--- config.mk ---
export PLATFORM = sky130hd
export DESIGN_NAME = im_loader_flat
export DESIGN_NICKNAME = d
export VERILOG_FILES = /design/src/rtl/im_loader_if.sv /design/src/rtl/im_loader.sv /design/src/flat_wrapper.sv
export SDC_FILE = /design/constraint.sdc
export NUM_CORES = 2
export LEC_CHECK = 0
export BUFFER_PORTS_ARGS = -buffer_cell sky130_fd_sc_hd__clkbuf_2
export CAP_MARGIN = 30
export CORE_MARGIN = 2
export CORE_UTILIZATION = 35
export CTS_CLUSTER_DIAMETER = 150
export DETAILED_ROUTE_END_ITERATION = 10
export GPL_TIMING_DRIVEN = 0
export PLACE_DENSITY = 0.49
export SETUP_SLACK_MARGIN = 0.05
export SYNTH_ARGS = -nofsm -noshare
export SYNTH_HDL_FRONTEND = slang
export SYNTH_SLANG_ARGS = --single-unit
--- constraint.sdc ---
create_clock -name clk -period 5.5 [get_ports clk]
set_input_delay 1.1 -clock clk [delete_from_list [all_inputs] [get_ports clk]]
set_output_delay 1.1 -clock clk [all_outputs]
set_load 0.05 [all_outputs]
--- src/rtl/im_loader_if.sv ---
// im_loader bus bundle: fetch port and byte-serial load port.
// master = fetch stage / host loader, slave = the memory block.
interface im_loader_if #(
  parameter int DATA_W = 32,
  parameter int DEPTH  = 128,
  parameter int ADDR_W = 32
);
  localparam int AW = $clog2(DEPTH);

  logic              fetch_req;
  logic [ADDR_W-1:0] fetch_addr;
  logic              fetch_ready;
  logic              fetch_valid;
  logic [DATA_W-1:0] fetch_data;
  logic              fetch_err;

  logic              load_start;
  logic [AW-1:0]     load_base;
  logic              load_byte_valid;
  logic [7:0]        load_byte;
  logic              load_end;
  logic              load_busy;
  logic              load_done;
  logic              load_ovf;
  logic [AW:0]       load_count;

  modport master (
    output fetch_req, fetch_addr,
    input  fetch_ready, fetch_valid, fetch_data, fetch_err,
    output load_start, load_base, load_byte_valid, load_byte, load_end,
    input  load_busy, load_done, load_ovf, load_count
  );

  modport slave (
    input  fetch_req, fetch_addr,
    output fetch_ready, fetch_valid, fetch_data, fetch_err,
    input  load_start, load_base, load_byte_valid, load_byte, load_end,
    output load_busy, load_done, load_ovf, load_count
  );
endinterface

--- src/rtl/im_loader.sv ---
// im_loader: instruction memory with 1-cycle handshaked fetch
// and a byte-serial run-time program load port.
module im_loader #(
  parameter int DATA_W = 32,
  parameter int DEPTH  = 128,
  parameter int ADDR_W = 32
) (
  input  logic        clk,
  input  logic        rst,
  im_loader_if.slave  bus
);
  localparam int AW = $clog2(DEPTH);
  localparam int NB = DATA_W / 8;
  localparam int BS = $clog2(NB);
  localparam int LW = (BS > 0) ? BS : 1;

  localparam logic [1:0] S_IDLE = 2'd0;
  localparam logic [1:0] S_LOAD = 2'd1;
  localparam logic [1:0] S_DONE = 2'd2;

  logic [1:0]        state_q, state_d;
  logic [LW-1:0]     lane_q, lane_d;
  logic [DATA_W-1:0] asm_q, asm_d;
  logic [AW:0]       ptr_q, ptr_d;
  logic [AW:0]       cnt_q, cnt_d;
  logic              ovf_q, ovf_d;
  logic              fv_q, fv_d;
  logic [DATA_W-1:0] fd_q, fd_d;
  logic              fe_q, fe_d;

  logic [DATA_W-1:0] mem [DEPTH];
  logic              we;
  logic [AW-1:0]     waddr;
  logic [DATA_W-1:0] wdata;
  logic [DATA_W-1:0] asm_b;
  logic              full;

  logic              ready;
  logic              acc;
  logic              err;
  logic [AW-1:0]     idx;

  // load FSM: byte assembly, word writes, exhaustion tracking
  always_comb begin
    state_d = state_q;
    lane_d  = lane_q;
    asm_d   = asm_q;
    ptr_d   = ptr_q;
    cnt_d   = cnt_q;
    ovf_d   = ovf_q;
    we      = 1'b0;
    waddr   = ptr_q[AW-1:0];
    wdata   = asm_q;
    full    = ptr_q[AW];
    asm_b   = asm_q | (DATA_W'(bus.load_byte) << (8 * lane_q));
    unique case (state_q)
      S_IDLE: begin
        if (bus.load_start) begin
          state_d = S_LOAD;
          lane_d  = '0;
          asm_d   = '0;
          ptr_d   = {1'b0, bus.load_base};
          cnt_d   = '0;
          ovf_d   = 1'b0;
        end
      end
      S_LOAD: begin
        if (bus.load_byte_valid) begin
          if (full) begin
            ovf_d = 1'b1;
          end else if (lane_q == LW'(NB - 1)) begin
            we     = 1'b1;
            wdata  = asm_b;
            ptr_d  = ptr_q + 1'b1;
            cnt_d  = cnt_q + 1'b1;
            lane_d = '0;
            asm_d  = '0;
          end else begin
            lane_d = lane_q + 1'b1;
            asm_d  = asm_b;
          end
        end
        if (bus.load_end) begin
          // a partial word never coincides with a full-word write
          if (lane_d != '0) begin
            we     = 1'b1;
            wdata  = asm_d;
            cnt_d  = cnt_q + 1'b1;
            lane_d = '0;
            asm_d  = '0;
          end
          state_d = S_DONE;
        end
      end
      S_DONE:  state_d = S_IDLE;
      default: state_d = S_IDLE;
    endcase
  end

  // fetch path: decode, range check, registered response
  always_comb begin
    ready = (state_q == S_IDLE);
    acc   = bus.fetch_req & ready;
    err   = (|(bus.fetch_addr & ADDR_W'(NB - 1)))
          | (|(bus.fetch_addr >> (BS + AW)));
    idx   = bus.fetch_addr[BS+AW-1:BS];
    fv_d  = acc;
    fd_d  = fd_q;
    fe_d  = fe_q;
    if (acc) begin
      fe_d = err;
      fd_d = err ? '0 : mem[idx];
    end
  end

  // control and response registers
  always_ff @(posedge clk or posedge rst) begin
    if (rst) begin
      state_q <= S_IDLE;
      lane_q  <= '0;
      asm_q   <= '0;
      ptr_q   <= '0;
      cnt_q   <= '0;
      ovf_q   <= 1'b0;
      fv_q    <= 1'b0;
      fd_q    <= '0;
      fe_q    <= 1'b0;
    end else begin
      state_q <= state_d;
      lane_q  <= lane_d;
      asm_q   <= asm_d;
      ptr_q   <= ptr_d;
      cnt_q   <= cnt_d;
      ovf_q   <= ovf_d;
      fv_q    <= fv_d;
      fd_q    <= fd_d;
      fe_q    <= fe_d;
    end
  end

  // storage array: not reset so programs survive rst
  always_ff @(posedge clk) begin
    if (we) mem[waddr] <= wdata;
  end

  assign bus.fetch_ready = ready;
  assign bus.fetch_valid = fv_q;
  assign bus.fetch_data  = fd_q;
  assign bus.fetch_err   = fe_q;
  assign bus.load_busy   = (state_q != S_IDLE);
  assign bus.load_done   = (state_q == S_DONE);
  assign bus.load_ovf    = ovf_q;
  assign bus.load_count  = cnt_q;
endmodule
--- src/flat_wrapper.sv ---
// flat-port wrapper written by rule: the top's interface ports become plain ports
module im_loader_flat 
#(
  parameter int DATA_W = 32,
  parameter int DEPTH  = 128,
  parameter int ADDR_W = 32
)
  (clk, rst, bus_fetch_req, bus_fetch_addr, bus_fetch_ready, bus_fetch_valid, bus_fetch_data, bus_fetch_err, bus_load_start, bus_load_base, bus_load_byte_valid, bus_load_byte, bus_load_end, bus_load_busy, bus_load_done, bus_load_ovf, bus_load_count);
  im_loader_if #(.DATA_W(DATA_W), .DEPTH(DEPTH), .ADDR_W(ADDR_W)) bus_i ();
  input  logic clk;
  input  logic rst;
  input wire logic [$bits(bus_i.fetch_req)-1:0] bus_fetch_req;
  input wire logic [$bits(bus_i.fetch_addr)-1:0] bus_fetch_addr;
  output wire logic [$bits(bus_i.fetch_ready)-1:0] bus_fetch_ready;
  output wire logic [$bits(bus_i.fetch_valid)-1:0] bus_fetch_valid;
  output wire logic [$bits(bus_i.fetch_data)-1:0] bus_fetch_data;
  output wire logic [$bits(bus_i.fetch_err)-1:0] bus_fetch_err;
  input wire logic [$bits(bus_i.load_start)-1:0] bus_load_start;
  input wire logic [$bits(bus_i.load_base)-1:0] bus_load_base;
  input wire logic [$bits(bus_i.load_byte_valid)-1:0] bus_load_byte_valid;
  input wire logic [$bits(bus_i.load_byte)-1:0] bus_load_byte;
  input wire logic [$bits(bus_i.load_end)-1:0] bus_load_end;
  output wire logic [$bits(bus_i.load_busy)-1:0] bus_load_busy;
  output wire logic [$bits(bus_i.load_done)-1:0] bus_load_done;
  output wire logic [$bits(bus_i.load_ovf)-1:0] bus_load_ovf;
  output wire logic [$bits(bus_i.load_count)-1:0] bus_load_count;
  assign bus_i.fetch_req = bus_fetch_req;
  assign bus_i.fetch_addr = bus_fetch_addr;
  assign bus_fetch_ready = bus_i.fetch_ready;
  assign bus_fetch_valid = bus_i.fetch_valid;
  assign bus_fetch_data = bus_i.fetch_data;
  assign bus_fetch_err = bus_i.fetch_err;
  assign bus_i.load_start = bus_load_start;
  assign bus_i.load_base = bus_load_base;
  assign bus_i.load_byte_valid = bus_load_byte_valid;
  assign bus_i.load_byte = bus_load_byte;
  assign bus_i.load_end = bus_load_end;
  assign bus_load_busy = bus_i.load_busy;
  assign bus_load_done = bus_i.load_done;
  assign bus_load_ovf = bus_i.load_ovf;
  assign bus_load_count = bus_i.load_count;
  im_loader #(.DATA_W(DATA_W), .DEPTH(DEPTH), .ADDR_W(ADDR_W)) u_core (.clk(clk), .rst(rst), .bus(bus_i));
endmodule
# Word-level counts from Yosys, hierarchy flattened
# Memories as Yosys holds them, arrays and structs flattened.
# Index checks and enable logic that the tools add are counted.
# word_totals
reg_bits	87
mem_bits_rw	4096
inputBits	53
out_inout_bits	46
elab_cells	87
n_memories	1
# mem_list
memory	depth	word_bits	rd	rd_clocked_by_memory_dff	write_ports	line_no	source
u_core.mem	128	32	1	0	1	im_loader.sv:31	logic [DATA_W-1:0] mem [DEPTH];
# classes
n_addsub	3
n_eq_ne	9
shifts	1
mux	49
bitwise_logic	3
n_reduce_logical	11
# ops
operator	n
$mux W32	13
$mux W8	10
$pmux W32 S2	1
$or A32 B32 Y32	1
$pmux W8 S2	2
$shl A8 B5 Y32	1
$reduce_or A23 Y1	1
$mux W2	9
$add A8 B1 Y8 const B	2
$mux W1	11
$pmux W2 S2	2
$ne A2 B1 Y1 const B	3
$ne A2 B2 Y1 const B	3
$reduce_bool A2 Y1	3
$reduce_and A5 Y1	1
$eq A2 B2 Y1 const B	2
$reduce_and A2 Y1	2
$reduce_and A4 Y1	1
$reduce_and A3 Y1	1
$add A2 B1 Y2 const B	1
$eq A2 B1 Y1 const B	1
$logic_not A2 Y1	1
$pmux W1 S2	1
$reduce_or A2 Y1	1
2 further kinds	2

# Longest topological paths before layout
# logic_depth
word_depth	11
ltp_mapped	12
depth_no_buf	8

# Least setup slack after synthesis
# Ideal clock, no wire load.
# synth_timing
path_type	input-to-reg
from	in bus_load_byte_valid
to	mem u_core.mem[0][10] (data pin)
setup_ns	0.797
t_arrival_ns	5.498
required_ns	4.703
setup_slack_ns	-0.796
stages	7
n_path_buf	1
path_cell_list	nor2b_1 -> buf_2 -> mux2i_1 -> a21oi_1 -> nor4_1 -> a21oi_1 -> nor2_1
# synth_via
elab_chain_cells	6
word_cells_on_any_way	8
cone_classes	mux: 7; reduce/logical: 1
# synth_rtl
item	line_no	source
start: declaration	flat_wrapper.sv:20	input wire logic [$bits(bus_i.load_byte_valid)-1:0] bus_load_byte_valid;
$mux W2	im_loader.sv:68	if (bus.load_byte_valid) begin
$mux W2	im_loader.sv:56	unique case (state_q)
$reduce_bool A2 Y1	im_loader.sv:85	if (lane_d != '0) begin
$mux W32	im_loader.sv:85	
$mux W32 *	im_loader.sv:83	if (bus.load_end) begin
$mux W32 *	im_loader.sv:56	
net u_core.wdata[10]	im_loader.sv:34	logic [DATA_W-1:0] wdata;
end: declaration	im_loader.sv:31	
# The timed path passes the listed nets; every way through them passes the cells marked *. The select of a mux whose other input is x is not followed.

# Worst setup path after layout
# layout_timing
from	reg u_core.lane_q[0]
to	mem u_core.mem[46][24], enable pin
# layout_via
elab_chain_cells	11
word_cells_on_any_way	15
cone_classes	add/sub: 1; eq/ne: 1; mux: 12; reduce/logical: 1
# layout_rtl
item	line_no	source
start: declaration	im_loader.sv:22	logic [LW-1:0] lane_q, lane_d;
start signal: assignment	im_loader.sv:130	lane_q <= lane_d;
$add A2 B1 Y2 or $eq A2 B2 Y1 (tied branches)	im_loader.sv:79, im_loader.sv:71	
$mux W2	im_loader.sv:71	end else if (lane_q == LW'(NB - 1)) begin
$mux W2	im_loader.sv:69	if (full) begin
$mux W2	im_loader.sv:68	
$mux W2	im_loader.sv:56	
$reduce_bool A2 Y1	im_loader.sv:85	
$mux W1	im_loader.sv:85	
$mux W1 *	im_loader.sv:83	
$mux W1 *	im_loader.sv:56	
$mux W1 *	im_loader.sv:143	if (we) mem[waddr] <= wdata;
$mux W1 (not written as such) *	im_loader.sv:143	
# Every way passes the cells marked *; elsewhere a longest branch is shown, timed or not. The select of a mux whose other input is x is not followed.

==> metrics <==
R2R depth 11; TritonCTS clock tree done; Vert. Die Dim 680 µm; CTS Buffer Depth 4; placed cells 13800; layout cells sized above 1 26.6%; Post-Syn Area per Cell 21.6 µm²; RSZ-0062 raised after global routing false; # hold bufs at CTS 0; number of synthesized flops with an enable pin 4096; Final Cycle Share 94.5%; largest net degree at the start of global routing between 40 and 50; max-slew violation count 0; fmax 192 MHz; Worst Skew approximately 0.073 ns; Synth Instances 7398; initial core utilization between 30% and 40%; Crit Path Category reg2reg; crit-path max cell delay 0.85 ns; outcome completed; crit-path most repeated cell buf_16; final worst slack 0.304 ns; max_cap viols 0; grt ovf 0; Tot Pwr 70.2 mW; # port buffers 85; Clk Tree Root Cell clkbuf_16; CP Data Required Time between 6 and 7 ns; Pwr Density 370 mW/mm²; Detail Route Antenna Nets 0; reg2reg start u_core.lane_q[0]$_DFFE_PP0P_; register bit total from synthesis between 4000 and 5000; Worst Setup Start Kind flip-flop; register clock-pin slew on the reported worst setup and hold paths about 0.060 ns; initial DRC count 9481; first-pass GRT wire length 648000 µm; GRT Total Usage approximately 20%; CTS Buf Count 446; number of antenna violations at the first check in global routing 39; slew margin rel. around a fifth; wire per inst 32.3 µm; Finish-stage setup viols 0; Final HPWL DP 334000 µm; asr flop ratio synth 2.08%; DRT Pass-1 Iters 5; Hold Fails Final Rpt 0; post-CTS setup buffers 0; Die Width 680 µm; flop-to-flop setup slack between 0.3 and 0.4 ns; total wire length approximately 470000 µm; Cell Chain, Critical Path ha_1, o21ba_2, mux2i_1, a21boi_0, nor2_1, nand3_1, buf_8, buf_2, buf_16, nor2_4, buf_16; fin cells 14600; area delta synth->final 18.6%; nature of the critical path endpoint flip-flop; Worst R2R End u_core.mem[46][24]$_DFFE_PP_; worst vdd ir 278 µV; post-synthesis sequential area ratio 78.2%; worst path arrival time between 5 and 6 ns; worst-skew pair later-pin latency 1.01 ns; Distinct cells, synth 52; ys flop type edfxtp_1; Sum Neg Setup Slack 0 ns; Ys Warns 0; leakage roughly 64 nW; crit path max fanout 17; syn nets approximately 7500; Die ar. 0.463 mm²; Boundary Pins 99; # rows about 250; post-cts repair resize count 0; Final nets just over 8000; synthesized area 0.160 mm²; CTS Sinks 4183; via/cell ratio 5.53; HP Class in2async; Final min period 5.20 ns; core box area roughly 0.46 mm²; final RePlAce weighted congestion 0.863; H-tree levels 5; slowest cell on the critical path nor2_1; total number of vias 80900; DP Worst Slack -0.153 ns; vias in the first global route 80300; drc violations 0; Least-Margin Pin Slew 1.20 ns
worst max-delay path by stage:
| stage | startpoint | end | cells past startpoint |
|---|---|---|---|
| after floorplan | bus_load_byte_valid | u_core.mem[0][24]$_DFFE_PP_ | 7 |
| after global placement | bus_load_byte_valid | u_core.mem[116][24]$_DFFE_PP_ | 8 |
| after detailed placement | bus_load_byte_valid | u_core.mem[37][21]$_DFFE_PP_ | 12 |
| after CTS | u_core.lane_q[0]$_DFFE_PP0P_ | u_core.mem[37][30]$_DFFE_PP_ | 11 |
| after global routing | u_core.lane_q[0]$_DFFE_PP0P_ | u_core.mem[63][14]$_DFFE_PP_ | 10 |
| final | u_core.lane_q[0]$_DFFE_PP0P_ | u_core.mem[46][24]$_DFFE_PP_ | 11 |
critical path, delay by kind of cell (launching register included):
kind	cells	cell delay, ns
adder cells (fa/ha/maj)	1	0.32
AO/OA/AOI/OAI	2	0.48
flip-flops	1	0.46
AND/OR/NAND/NOR	3	2.16
multiplexers	1	0.20
buffers and inverters	4	1.21
Yosys cell counts, drive strengths merged (2+ instances only):
cell    count  area share, %
nor4        8          0.035
a22oi     191           0.90
nand2     201           0.47
o22ai     127           0.50
and3        2         0.0078
a22o        4          0.022
mux2       33           0.23
and4        2          0.011
nor3b       3          0.020
a32o        3          0.019
a21oi     200           0.63
o221ai    191            1.0
and2        3          0.012
o31ai       2         0.0094
nor3        8          0.028
buf       245           0.95
a211o      32           0.18
nand3b      2         0.0094
nand3      15          0.047
nor2b       8          0.031
ha          3          0.023
edfxtp   4096             77
mux2i     423            2.6
clkbuf    187           0.44
or2         3          0.012
nand2b      4          0.016
nor2      316           0.75
nand4       4          0.016
a31oi      35           0.14
nand4b     32           0.18
o211ai     33           0.15
mux4      866             12
o21ai      10          0.031
dfrtp      87            1.4
inv        12          0.028
logic make-up after synthesis:
kind of cell               share of synthesized area (%)
and+or+nand+nor                                     1.65
buffers and inverters                               1.41
muxes                                               15.1
adders and majority gates                         0.0235
AOI/OAI and AO/OA                                   3.64
DFF                                                 78.2
where the power goes:
| part | switching [mW] | leakage [nW] | internal (mW) |
|---|---|---|---|
| sequential | 0.0847 | 42.0 | 35.6 |
| combinational | 3.52 | 14.9 | 1.32 |
| clock | 12.5 | 7.02 | 17.1 |
| total | 16.2 | 64.0 | 54.1 |
cell usage in the layout, fill, tap and decap left out, types with 15 or more instances in the layout:
cell type  Yosys  final
a31oi_1       35     35
buf_2        132    133
clkinv_1       0    123
nand4b_1      32     32
buf_8          0     22
clkinv_2       0     86
buf_6         41     44
clkbuf_2       0     86
clkbuf_1     187    273
o221ai_1     191    191
o211ai_1      33     33
a211o_1       32     32
a22oi_1      191    191
clkbuf_16      0    456
nor2_4         1    161
dfrtp_1       87     87
mux2i_1      423    423
mux4_2       866    866
o22ai_1      127    127
a21oi_1      200    200
buf_16         0     62
bufinv_16      0     41
nand3_1       15     15
buf_1         39     39
nor2_1       315    154
nand2_1      199    199
buf_12         0    192
mux2_2        33     33
edfxtp_1    4096   4096
buf_4         33     53
diode_2        0     22
layer usage:
metal	wire, µm	part of all wire [%]	global-route usage [%]	vias to the layer above
met2	222000	47	31.6	2974
met3	30500	6.5	2.98	584
li1	-	-	-	33100
met5	47	0.0099	0	-
met4	15500	3.3	6.30	8
met1	205000	43	28.6	44200
state kept, by name (all words and copies together) (netlist names):
name,flops
u_core.bus.load_count,8
u_core.asm_q,32
u_core.state_q,2
u_core.ptr_q,8
u_core.lane_q,2
u_core.mem,4096
u_core.bus.fetch_valid,1
u_core.bus.fetch_err,1
u_core.bus.fetch_data,32
u_core.bus.load_ovf,1
stage by stage:
step	instance area (µm²)	hold WS (ns)	utilization (%)
finish	190000	0.199	41.6
global route	190000	0.223	41.6
CTS	190000	0.132	41.6
detailed placement	175000	0.467	38.4
global placement	168000	0.471	36.9
floorplan	160000	0.463	-
layout make-up:
type	instances	area [µm²]
Timing Repair Buffer	389	6570
Inverter	12	47.5
Sequential cell	4183	125000
Clock buffer	549	11800
Tap cell	6000	7510
Buffer	432	2220
Multi-Input combinational cell	2771	33800
Antenna cell	22	55.1
Fill cell	39400	266000
Clock inverter	281	2560
Note: power is estimated with default switching activity, not from simulation.
